==> config.mk <==
export PLATFORM = sky130hd
export DESIGN_NAME = uart_xcvr_flat
export DESIGN_NICKNAME = d
export VERILOG_FILES = /design/src/rtl/uart_pkg.sv /design/src/rtl/uart_xcvr_if.sv /design/src/rtl/uart_bitcnt.sv /design/src/rtl/uart_xcvr.sv /design/src/flat_wrapper.sv
export SDC_FILE = /design/constraint.sdc
export NUM_CORES = 1
export LEC_CHECK = 0
export CORE_ASPECT_RATIO = 0.7
export CORE_UTILIZATION = 49
export DETAILED_ROUTE_END_ITERATION = 12
export DONT_BUFFER_PORTS = 1
export GPL_ROUTABILITY_DRIVEN = 0
export PLACE_DENSITY_LB_ADDON = 0.1
export SYNTH_ARGS = -nofsm -noshare
export SYNTH_HDL_FRONTEND = slang
export SYNTH_SLANG_ARGS = --single-unit
==> constraint.sdc <==
create_clock -name CLK -period 4.24 [get_ports CLK]
set_clock_uncertainty 0.2 [all_clocks]
set_input_delay 0.636 -clock CLK [delete_from_list [all_inputs] [get_ports CLK]]
set_output_delay 0.636 -clock CLK [all_outputs]
set_load 0.01 [all_outputs]
==> src/rtl/uart_pkg.sv <==
// Shared UART definitions: FSM state encoding, minimum divisor and parity helper.
// The PARITY state exists only when UART_PARITY_EN is defined.
package uart_pkg;

  localparam int MIN_DIV = 4;

`ifdef UART_PARITY_EN
  typedef enum logic [2:0] {ST_IDLE, ST_START, ST_DATA, ST_PARITY, ST_STOP} uart_state_t;
`else
  typedef enum logic [2:0] {ST_IDLE, ST_START, ST_DATA, ST_STOP} uart_state_t;
`endif

  // Narrower words are zero-extended by the caller, which leaves parity unchanged.
  function automatic logic uart_parity(input logic [7:0] data, input logic odd);
    return (^data) ^ odd;
  endfunction

endpackage

==> src/rtl/uart_xcvr_if.sv <==
// Host-side bundle of the UART transceiver: divisor, TX/RX handshakes, serial pins, status.
interface uart_xcvr_if #(
  parameter int DATA_BITS = 8,
  parameter int DIV_W     = 16
);
  logic [DIV_W-1:0]     DIV;
  logic [DATA_BITS-1:0] TX_DATA;
  logic                 TX_VALID;
  logic                 TX_READY;
  logic                 TXD;
  logic                 RXD;
  logic [DATA_BITS-1:0] RX_DATA;
  logic                 RX_VALID;
  logic                 RX_READY;
  logic                 RX_FERR;
  logic                 RX_PERR;
  logic                 RX_OVR;

  modport slave (
    input  DIV, TX_DATA, TX_VALID, RXD, RX_READY,
    output TX_READY, TXD, RX_DATA, RX_VALID, RX_FERR, RX_PERR, RX_OVR
  );

  modport master (
    output DIV, TX_DATA, TX_VALID, RXD, RX_READY,
    input  TX_READY, TXD, RX_DATA, RX_VALID, RX_FERR, RX_PERR, RX_OVR
  );
endinterface

==> src/rtl/uart_bitcnt.sv <==
// Loadable bit-period down-counter; the first period after a load is either a full or a
// half divisor, later periods reload from the divisor latched at load time.
module uart_bitcnt
  import uart_pkg::*;
#(
  parameter int DIV_W = 16
) (
  input  logic             CLK,
  input  logic             RST,
  input  logic             load,
  input  logic             half,
  input  logic [DIV_W-1:0] period,
  output logic             tick
);

  logic [DIV_W-1:0] cnt_reg;
  logic [DIV_W-1:0] period_reg;

  always_ff @(posedge CLK or posedge RST) begin
    if (RST) begin
      cnt_reg    <= DIV_W'(MIN_DIV - 1);
      period_reg <= DIV_W'(MIN_DIV);
    end else if (load) begin
      period_reg <= period;
      cnt_reg    <= (half ? (period >> 1) : period) - DIV_W'(1);
    end else if (cnt_reg == '0) begin
      cnt_reg <= period_reg - DIV_W'(1);
    end else begin
      cnt_reg <= cnt_reg - DIV_W'(1);
    end
  end

  assign tick = (cnt_reg == '0);

endmodule

==> src/rtl/uart_xcvr.sv <==
// Full-duplex UART transceiver with independent TX and RX FSMs sharing one divisor input.
// Optional parity bit generation/checking is compiled in with UART_PARITY_EN.
module uart_xcvr
  import uart_pkg::*;
#(
  parameter int DATA_BITS  = 8,
  parameter int STOP_BITS  = 1,
  parameter int DIV_W      = 16,
  parameter int PARITY_ODD = 0
) (
  input logic        CLK,
  input logic        RST,
  uart_xcvr_if.slave bus
);

  if (DATA_BITS < 5 || DATA_BITS > 8) begin : g_bad_data_bits
    $error("uart_xcvr: DATA_BITS must be 5..8");
  end
  if (STOP_BITS < 1 || STOP_BITS > 2) begin : g_bad_stop_bits
    $error("uart_xcvr: STOP_BITS must be 1 or 2");
  end
  if (PARITY_ODD < 0 || PARITY_ODD > 1) begin : g_bad_parity
    $error("uart_xcvr: PARITY_ODD must be 0 or 1");
  end

  localparam logic [3:0] LAST_DATA = 4'(DATA_BITS - 1);
  localparam logic [3:0] LAST_STOP = 4'(STOP_BITS - 1);

  // ---------------- transmitter ----------------
  uart_state_t          tx_state_reg;
  logic [DATA_BITS-1:0] tx_shift_reg;
  logic [3:0]           tx_idx_reg;
  logic                 txd_reg;
  logic                 tx_ready_reg;
  logic                 tx_tick;
  logic                 tx_accept;
`ifdef UART_PARITY_EN
  logic                 tx_par_reg;
`endif

  assign tx_accept = tx_ready_reg && bus.TX_VALID;

  uart_bitcnt #(.DIV_W(DIV_W)) u_tx_cnt (
    .CLK, .RST, .load(tx_accept), .half(1'b0), .period(bus.DIV), .tick(tx_tick)
  );

  always_ff @(posedge CLK or posedge RST) begin
    if (RST) begin
      tx_state_reg <= ST_IDLE;
      tx_shift_reg <= '0;
      tx_idx_reg   <= '0;
      txd_reg      <= 1'b1;
      tx_ready_reg <= 1'b1;
`ifdef UART_PARITY_EN
      tx_par_reg   <= 1'b0;
`endif
    end else begin
      case (tx_state_reg)
        ST_IDLE: if (tx_accept) begin
          tx_shift_reg <= bus.TX_DATA;
`ifdef UART_PARITY_EN
          tx_par_reg   <= uart_parity(8'(bus.TX_DATA), 1'(PARITY_ODD));
`endif
          txd_reg      <= 1'b0;
          tx_ready_reg <= 1'b0;
          tx_state_reg <= ST_START;
        end
        ST_START: if (tx_tick) begin
          txd_reg      <= tx_shift_reg[0];
          tx_shift_reg <= tx_shift_reg >> 1;
          tx_idx_reg   <= '0;
          tx_state_reg <= ST_DATA;
        end
        ST_DATA: if (tx_tick) begin
          if (tx_idx_reg == LAST_DATA) begin
`ifdef UART_PARITY_EN
            txd_reg      <= tx_par_reg;
            tx_state_reg <= ST_PARITY;
`else
            txd_reg      <= 1'b1;
            tx_idx_reg   <= '0;
            tx_state_reg <= ST_STOP;
`endif
          end else begin
            txd_reg      <= tx_shift_reg[0];
            tx_shift_reg <= tx_shift_reg >> 1;
            tx_idx_reg   <= tx_idx_reg + 4'd1;
          end
        end
`ifdef UART_PARITY_EN
        ST_PARITY: if (tx_tick) begin
          txd_reg      <= 1'b1;
          tx_idx_reg   <= '0;
          tx_state_reg <= ST_STOP;
        end
`endif
        ST_STOP: if (tx_tick) begin
          if (tx_idx_reg == LAST_STOP) begin
            tx_ready_reg <= 1'b1;
            tx_state_reg <= ST_IDLE;
          end else begin
            tx_idx_reg <= tx_idx_reg + 4'd1;
          end
        end
        default: begin
          txd_reg      <= 1'b1;
          tx_ready_reg <= 1'b1;
          tx_state_reg <= ST_IDLE;
        end
      endcase
    end
  end

  // ---------------- receiver ----------------
  logic [1:0]           sync_reg;
  logic                 rx_prev_reg;
  logic                 rx_s;
  logic                 rx_start;
  logic                 rx_tick;
  uart_state_t          rx_state_reg;
  logic [DATA_BITS-1:0] rx_shift_reg;
  logic [3:0]           rx_idx_reg;
  logic [DATA_BITS-1:0] rx_data_reg;
  logic                 rx_valid_reg;
  logic                 rx_ferr_reg;
  logic                 rx_ovr_reg;
`ifdef UART_PARITY_EN
  logic                 rx_perr_reg;
  logic                 rx_perr_pend_reg;
`endif

  assign rx_s     = sync_reg[1];
  assign rx_start = (rx_state_reg == ST_IDLE) && rx_prev_reg && !rx_s;

  // Synchronizer and edge-detect flops reset high so a line held low needs a real fall.
  always_ff @(posedge CLK or posedge RST) begin
    if (RST) begin
      sync_reg    <= 2'b11;
      rx_prev_reg <= 1'b1;
    end else begin
      sync_reg    <= {sync_reg[0], bus.RXD};
      rx_prev_reg <= rx_s;
    end
  end

  uart_bitcnt #(.DIV_W(DIV_W)) u_rx_cnt (
    .CLK, .RST, .load(rx_start), .half(1'b1), .period(bus.DIV), .tick(rx_tick)
  );

  always_ff @(posedge CLK or posedge RST) begin
    if (RST) begin
      rx_state_reg <= ST_IDLE;
      rx_shift_reg <= '0;
      rx_idx_reg   <= '0;
      rx_data_reg  <= '0;
      rx_valid_reg <= 1'b0;
      rx_ferr_reg  <= 1'b0;
      rx_ovr_reg   <= 1'b0;
`ifdef UART_PARITY_EN
      rx_perr_reg      <= 1'b0;
      rx_perr_pend_reg <= 1'b0;
`endif
    end else begin
      // Handshake retires the word; a word completing this same cycle overrides below.
      if (rx_valid_reg && bus.RX_READY) begin
        rx_valid_reg <= 1'b0;
        rx_ovr_reg   <= 1'b0;
      end
      case (rx_state_reg)
        ST_IDLE: if (rx_start) rx_state_reg <= ST_START;
        ST_START: if (rx_tick) begin
          rx_idx_reg   <= '0;
          rx_state_reg <= rx_s ? ST_IDLE : ST_DATA;
        end
        ST_DATA: if (rx_tick) begin
          rx_shift_reg <= {rx_s, rx_shift_reg[DATA_BITS-1:1]};
          if (rx_idx_reg == LAST_DATA) begin
`ifdef UART_PARITY_EN
            rx_state_reg <= ST_PARITY;
`else
            rx_state_reg <= ST_STOP;
`endif
          end else begin
            rx_idx_reg <= rx_idx_reg + 4'd1;
          end
        end
`ifdef UART_PARITY_EN
        ST_PARITY: if (rx_tick) begin
          rx_perr_pend_reg <= rx_s ^ uart_parity(8'(rx_shift_reg), 1'(PARITY_ODD));
          rx_state_reg     <= ST_STOP;
        end
`endif
        ST_STOP: if (rx_tick) begin
          rx_data_reg  <= rx_shift_reg;
          rx_ferr_reg  <= !rx_s;
`ifdef UART_PARITY_EN
          rx_perr_reg  <= rx_perr_pend_reg;
`endif
          rx_valid_reg <= 1'b1;
          if (rx_valid_reg && !bus.RX_READY) rx_ovr_reg <= 1'b1;
          rx_state_reg <= ST_IDLE;
        end
        default: rx_state_reg <= ST_IDLE;
      endcase
    end
  end

  assign bus.TXD      = txd_reg;
  assign bus.TX_READY = tx_ready_reg;
  assign bus.RX_DATA  = rx_data_reg;
  assign bus.RX_VALID = rx_valid_reg;
  assign bus.RX_FERR  = rx_ferr_reg;
  assign bus.RX_OVR   = rx_ovr_reg;
`ifdef UART_PARITY_EN
  assign bus.RX_PERR  = rx_perr_reg;
`else
  assign bus.RX_PERR  = 1'b0;
`endif

endmodule

==> src/flat_wrapper.sv <==
// flat-port wrapper written by rule: the top's interface ports become plain ports
module uart_xcvr_flat import uart_pkg::*;
#(
  parameter int DATA_BITS  = 8,
  parameter int STOP_BITS  = 1,
  parameter int DIV_W      = 16,
  parameter int PARITY_ODD = 0
)
  (CLK, RST, bus_DIV, bus_TX_DATA, bus_TX_VALID, bus_RXD, bus_RX_READY, bus_TX_READY, bus_TXD, bus_RX_DATA, bus_RX_VALID, bus_RX_FERR, bus_RX_PERR, bus_RX_OVR);
  uart_xcvr_if #(.DATA_BITS(DATA_BITS), .DIV_W(DIV_W)) bus_i ();
  input logic CLK;
  input logic RST;
  input wire logic [$bits(bus_i.DIV)-1:0] bus_DIV;
  input wire logic [$bits(bus_i.TX_DATA)-1:0] bus_TX_DATA;
  input wire logic [$bits(bus_i.TX_VALID)-1:0] bus_TX_VALID;
  input wire logic [$bits(bus_i.RXD)-1:0] bus_RXD;
  input wire logic [$bits(bus_i.RX_READY)-1:0] bus_RX_READY;
  output wire logic [$bits(bus_i.TX_READY)-1:0] bus_TX_READY;
  output wire logic [$bits(bus_i.TXD)-1:0] bus_TXD;
  output wire logic [$bits(bus_i.RX_DATA)-1:0] bus_RX_DATA;
  output wire logic [$bits(bus_i.RX_VALID)-1:0] bus_RX_VALID;
  output wire logic [$bits(bus_i.RX_FERR)-1:0] bus_RX_FERR;
  output wire logic [$bits(bus_i.RX_PERR)-1:0] bus_RX_PERR;
  output wire logic [$bits(bus_i.RX_OVR)-1:0] bus_RX_OVR;
  assign bus_i.DIV = bus_DIV;
  assign bus_i.TX_DATA = bus_TX_DATA;
  assign bus_i.TX_VALID = bus_TX_VALID;
  assign bus_i.RXD = bus_RXD;
  assign bus_i.RX_READY = bus_RX_READY;
  assign bus_TX_READY = bus_i.TX_READY;
  assign bus_TXD = bus_i.TXD;
  assign bus_RX_DATA = bus_i.RX_DATA;
  assign bus_RX_VALID = bus_i.RX_VALID;
  assign bus_RX_FERR = bus_i.RX_FERR;
  assign bus_RX_PERR = bus_i.RX_PERR;
  assign bus_RX_OVR = bus_i.RX_OVR;
  uart_xcvr #(.DATA_BITS(DATA_BITS), .STOP_BITS(STOP_BITS), .DIV_W(DIV_W), .PARITY_ODD(PARITY_ODD)) u_core (.CLK(CLK), .RST(RST), .bus(bus_i));
endmodule
# Word level (Yosys, flattened, before mapping)
# Cells that the tools add are included.
# Widths: inputs -> output; s select.
# op_classes
n_addsub	8
n_eq_ne	22
mux	48
bitwise	2
reduce_logical	25
# op_table
op	count
$sub 16x1->16 const B	5
$mux 16	4
$mux 3	11
$logic_not 16->1	2
$mux 4	8
$mux 8	4
$pmux 3 s4	2
$pmux 8 s3	1
$ne 2x1->1 const B	11
$sub 15x1->16 const B	1
$reduce_and 5->1	3
$mux 1	13
$eq 3x2->1 const B	4
$pmux 4 s3	1
$reduce_and 4->1	3
$add 4x1->4 const B	2
$eq 4x3->1 const B	2
$pmux 4 s2	1
$eq 3x1->1 const B	2
$logic_not 3->1	2
$ne 2x2->1 const B	3
$reduce_and 6->1	1
$reduce_bool 3->1	2
$logic_and 1x1->1	5
other kinds (9)	12
# word_totals
reg_bits	110
inputBits	29
output_inout_bits	14
wordCells	123

# Depth between registers and ports, before layout
# logic_depth
ltp_word	5
ltp_mapped	14
ltp_nobuf	12

# Hierarchy
# From an unflattened synthesis, not the netlist that was laid out.
# hier_totals
cells_unflattened	533
area_unflattened_um2	6073.3
# modules_own_cells
mod	instances	cells_each	area_per_inst_um2	seq_area_each_um2
uart_bitcnt	2	183	2001.9	804.5
uart_xcvr	1	167	2069.5	1107.3

# Worst setup path before layout
# No wires, ideal clock.
# synth_timing
path_kind	reg-to-reg
startpoint	register u_core.u_tx_cnt.cnt_reg[4]
endpoint	register u_core.u_tx_cnt.cnt_reg[10]
setup_time_ns	0.067
arrival_ns	2.874
path_slack_ns	1.099
stages_incl_launch_ff	15
n_path_buf	2
synth_period_minus_slack_ns	3.141
cell_sequence	dfrtp_1 nor4_1 and3_1 clkbuf_1 and2_1 clkbuf_1 a21oi_1 o21a_1 ha_1 inv_1 a2111oi_0 o31ai_1 nand2b_1 mux2_1 nand2_1
# synth_via
elab_chain_len	3
# synth_rtl
element	line_no	source
start: declaration	uart_bitcnt.sv:16	logic [DIV_W-1:0] cnt_reg;
start signal: assignment	uart_bitcnt.sv:21	cnt_reg <= DIV_W'(MIN_DIV - 1);
start signal: assignment	uart_bitcnt.sv:25	cnt_reg <= (half ? (period >> 1) : period) - DIV_W'(1);
start signal: assignment	uart_bitcnt.sv:27	cnt_reg <= period_reg - DIV_W'(1);
$sub 16x1->16 / $logic_not 16->1 (equally long branches)	uart_bitcnt.sv:29, uart_bitcnt.sv:26	
$mux 16 (*)	uart_bitcnt.sv:26	end else if (cnt_reg == '0) begin
$mux 16 (*)	uart_bitcnt.sv:23	end else if (load) begin
# Every way passes the cells marked *; elsewhere a longest branch is shown, timed or not.
# A chain may end at the register's enable or synchronous reset.

# Worst setup path after layout
# layout_timing
startpoint	register u_core.u_tx_cnt.cnt_reg[5]
endpoint	register u_core.u_tx_cnt.cnt_reg[10]
# The elaborated chain is that of the path after synthesis.

==> results by group <==
Setup path
  – Flop-to-flop setup slack: 0.64 ns
  – FF-to-FF End: u_core.u_tx_cnt.cnt_reg[10]
  – Worst-case reg-to-reg path depth: 12
  – Worst EP required: 4.34 ns
  – Crit Path Max Fanout: 9
  – CP Capture Type: flop
  – Type of origin of the critical path: flop
  – Class of the most critical setup path: reg2reg
  – R2R Path Start: u_core.u_tx_cnt.cnt_reg[5]
  – Critical path arrival: 3.70 ns

Route
  – Via density: 5.95
  – # DRC: 0
  – DR top layer: met4
  – DRT antenna net count: 0
  – Detailed-routed wire length on met2: 5490 µm
  – Metal1 wirelength: 6820 µm
  – Via count: 4538
  – Drt total wl: 13900 µm
  – Routed met3 length: 1400 µm
  – DRT iter0 DRCs: 507
  – Pre-antenna DRT Iters: 8
  – WL/cell: 18.2 µm

Floorplan
  – Die area: 0.0120 mm²
  – IO Count: 43
  – Die X: 130 µm
  – Die Y: 91.9 µm
  – Cell row count: 32
  – Core area: 0.0111 mm²
  – Starting density of the core: 50.9%

STA
  – Slew @ Worst Pin: 1.12 ns
  – Final Hold Vio Count: 11
  – Fin crit share: 84.9%
  – Setup-failing EPs final: 0
  – Final hold slack: -0.0100 ns
  – Max-slew headroom: 24.9%
  – Final Slew Violations: 0
  – F_max: 278 MHz
  – TNS Setup: 0 ns
  – Post-route minimum period: 3.60 ns
  – RSZ-0062 raised after global routing: false

Cells and area
  – Commonest non-fill, non-tap cell in the layout: nand2_1
  – Layout net count: 643
  – Most frequent cells in the layout: 119 x nand2_1, 97 x dfrtp_1, 48 x nor2_1
  – Ant. Diodes: 0
  – Final Util: 55.0%
  – Area Overhead vs Synth: 8.11%
  – Share of layout cells above drive strength 1: 9.67%

Global route
  – First-pass GRT wire length: 23300 µm
  – Total Routing Usage GR: 25.6%
  – Largest net degree at the start of global routing: 47
  – Vias in the first global route: 4389
  – Initial antenna violation count: 0
  – Grt ovf: 0

Yosys
  – Cell variety after synth: 64
  – Ys async rst share: 100%
  – Post-synth EDFFs: 0
  – Register area share after synthesis: 48.0%
  – Syn Nets: 652
  – Ys flop type: dfrtp_1
  – Mean Syn Cell Area: 9.22 µm²
  – Syn Inst Count: 614
  – Synth warn: 0
  – Mapped Area: 0.00566 mm²
  – Number of synthesized register bits: 108

Min path
  – Hold crit path type: in2async

Clocking
  – Clk root buf: clkbuf_16
  – Cts bufs inserted: 9
  – Clock sinks: 108
  – # H-tree levels: 3
  – Worst-Skew Late Latency: 0.36 ns
  – Clock buffer depth: 2
  – Reg clk slew, reported paths: 0.08 ns
  – TritonCTS clock tree: built
  – Post-CTS Setup Bufs: 0
  – Post-CTS Resized: 0
  – CTS Hold Bufs: 0

Run status
  – Status: complete, but fails checks
  – Failing checks: negative hold slack

Placed design
  – Port buffer count: 0
  – DP HPWL: 10100 µm

Run
  – MaxCap Viol Count: 0

Power
  – Worst-case vdd ir drop: 0.000336 V
  – Total power: 3.91 mW
  – Leak: 2.74 nW
  – PwrDens: 639 mW/mm²
## worst max path at each step
stage	start	endpoint	slack [ns]
after detailed placement	u_core.u_tx_cnt.cnt_reg[13]	u_core.u_tx_cnt.cnt_reg[10]	0.79
after CTS	u_core.u_tx_cnt.cnt_reg[5]	u_core.u_tx_cnt.cnt_reg[10]	0.76
after global placement	u_core.u_tx_cnt.cnt_reg[5]	u_core.u_tx_cnt.cnt_reg[10]	0.89
final	u_core.u_tx_cnt.cnt_reg[5]	u_core.u_tx_cnt.cnt_reg[10]	0.64
after global routing	u_core.u_tx_cnt.cnt_reg[5]	u_core.u_tx_cnt.cnt_reg[10]	0.50
after floorplan	RST	async pin	0.58
## where the power goes
part / switching (mW) / leakage (nW) / internal, mW / total (mW)
clock network: 0.445 / 0.153 / 0.427 / 0.872
registers: 0.326 / 1.34 / 1.40 / 1.73
logic: 0.767 / 1.25 / 0.545 / 1.31
total: 1.54 / 2.74 / 2.38 / 3.91
## Yosys cell counts, drive strengths merged, types with 2 or more instances
cell type / instances / area, µm²
nand2: 119 / 447
a31oi: 11 / 68.8
dfrtp: 97 / 2430
clkbuf: 22 / 82.6
o311ai: 3 / 26.3
and3: 8 / 50.1
inv: 12 / 45.0
nor4b: 2 / 17.5
a211o: 2 / 17.5
and3b: 2 / 17.5
nor4: 10 / 62.6
dfstp: 11 / 289
o211ai: 3 / 22.5
o21a: 6 / 45.0
and2: 6 / 37.5
xor2: 14 / 123
buf: 9 / 65.1
a2111oi: 2 / 17.5
nand2b: 6 / 37.5
or2: 3 / 18.8
or3: 4 / 30.0
o32ai: 3 / 26.3
nor2: 48 / 180
nor3: 23 / 125
a211oi: 5 / 37.5
xnor2: 11 / 96.3
mux2i: 11 / 110
or4: 2 / 15.0
o31ai: 9 / 67.6
ha: 9 / 113
o21ai: 44 / 220
nand3b: 4 / 30.0
a21o: 3 / 22.5
mux2: 22 / 248
nand3: 3 / 15.0
a21oi: 41 / 205
nand4: 4 / 25.0
## layer usage
metal / up-vias / track usage (%)
met5: - / 0
met1: 2193 / 39.9
met3: 16 / 7.99
met4: 0 / 6.99
li1: 2157 / -
met2: 172 / 33.3
## critical path, cell delays in order (launching register included)
cell	delay [ns]
dfrtp_1	0.42
nor4_1	0.62
and2_1	0.43
and2_1	0.28
a21oi_1	0.09
o21a_1	0.20
ha_1	0.21
inv_1	0.10
a2111oi_0	0.07
o31ai_1	0.30
nand2b_1	0.24
mux2_1	0.33
nand2_1	0.06
## area by class of cell
class                   count  area [µm²]
repair buffers             11        95.1
multi-input cells         463        2760
flip-flops and latches    108        2720
inverters                  12        47.5
well taps                 153         191
clock buffers               9         225
fillers                  1016        5010
clock inverters             7        86.3
## cell families (layout without fill, tap and decap cells)
family                   after synthesis  count (layout)  share of synthesized area, %
multiplexers                          33              33                          6.32
AO/OA/AOI/OAI                        146             146                          15.9
flip-flops                           108             108                          48.0
buffers and inverters                 43              39                          3.40
XOR/XNOR                              25              25                          3.87
other                                  1               1                        0.0662
AND/OR/NAND/NOR                      249             249                          20.4
adder cells (fa/ha/maj)                9               9                          1.99
## metrics by stage
step	worst slack, ns	cells	cell area [µm²]
floorplan	0.577	614	5660
global route	0.498	763	6120
global placement	0.888	747	5810
CTS	0.765	763	6120
finish	0.641	763	6120
detailed placement	0.788	747	5810
No activity file was read; power rests on OpenSTA's default activity.
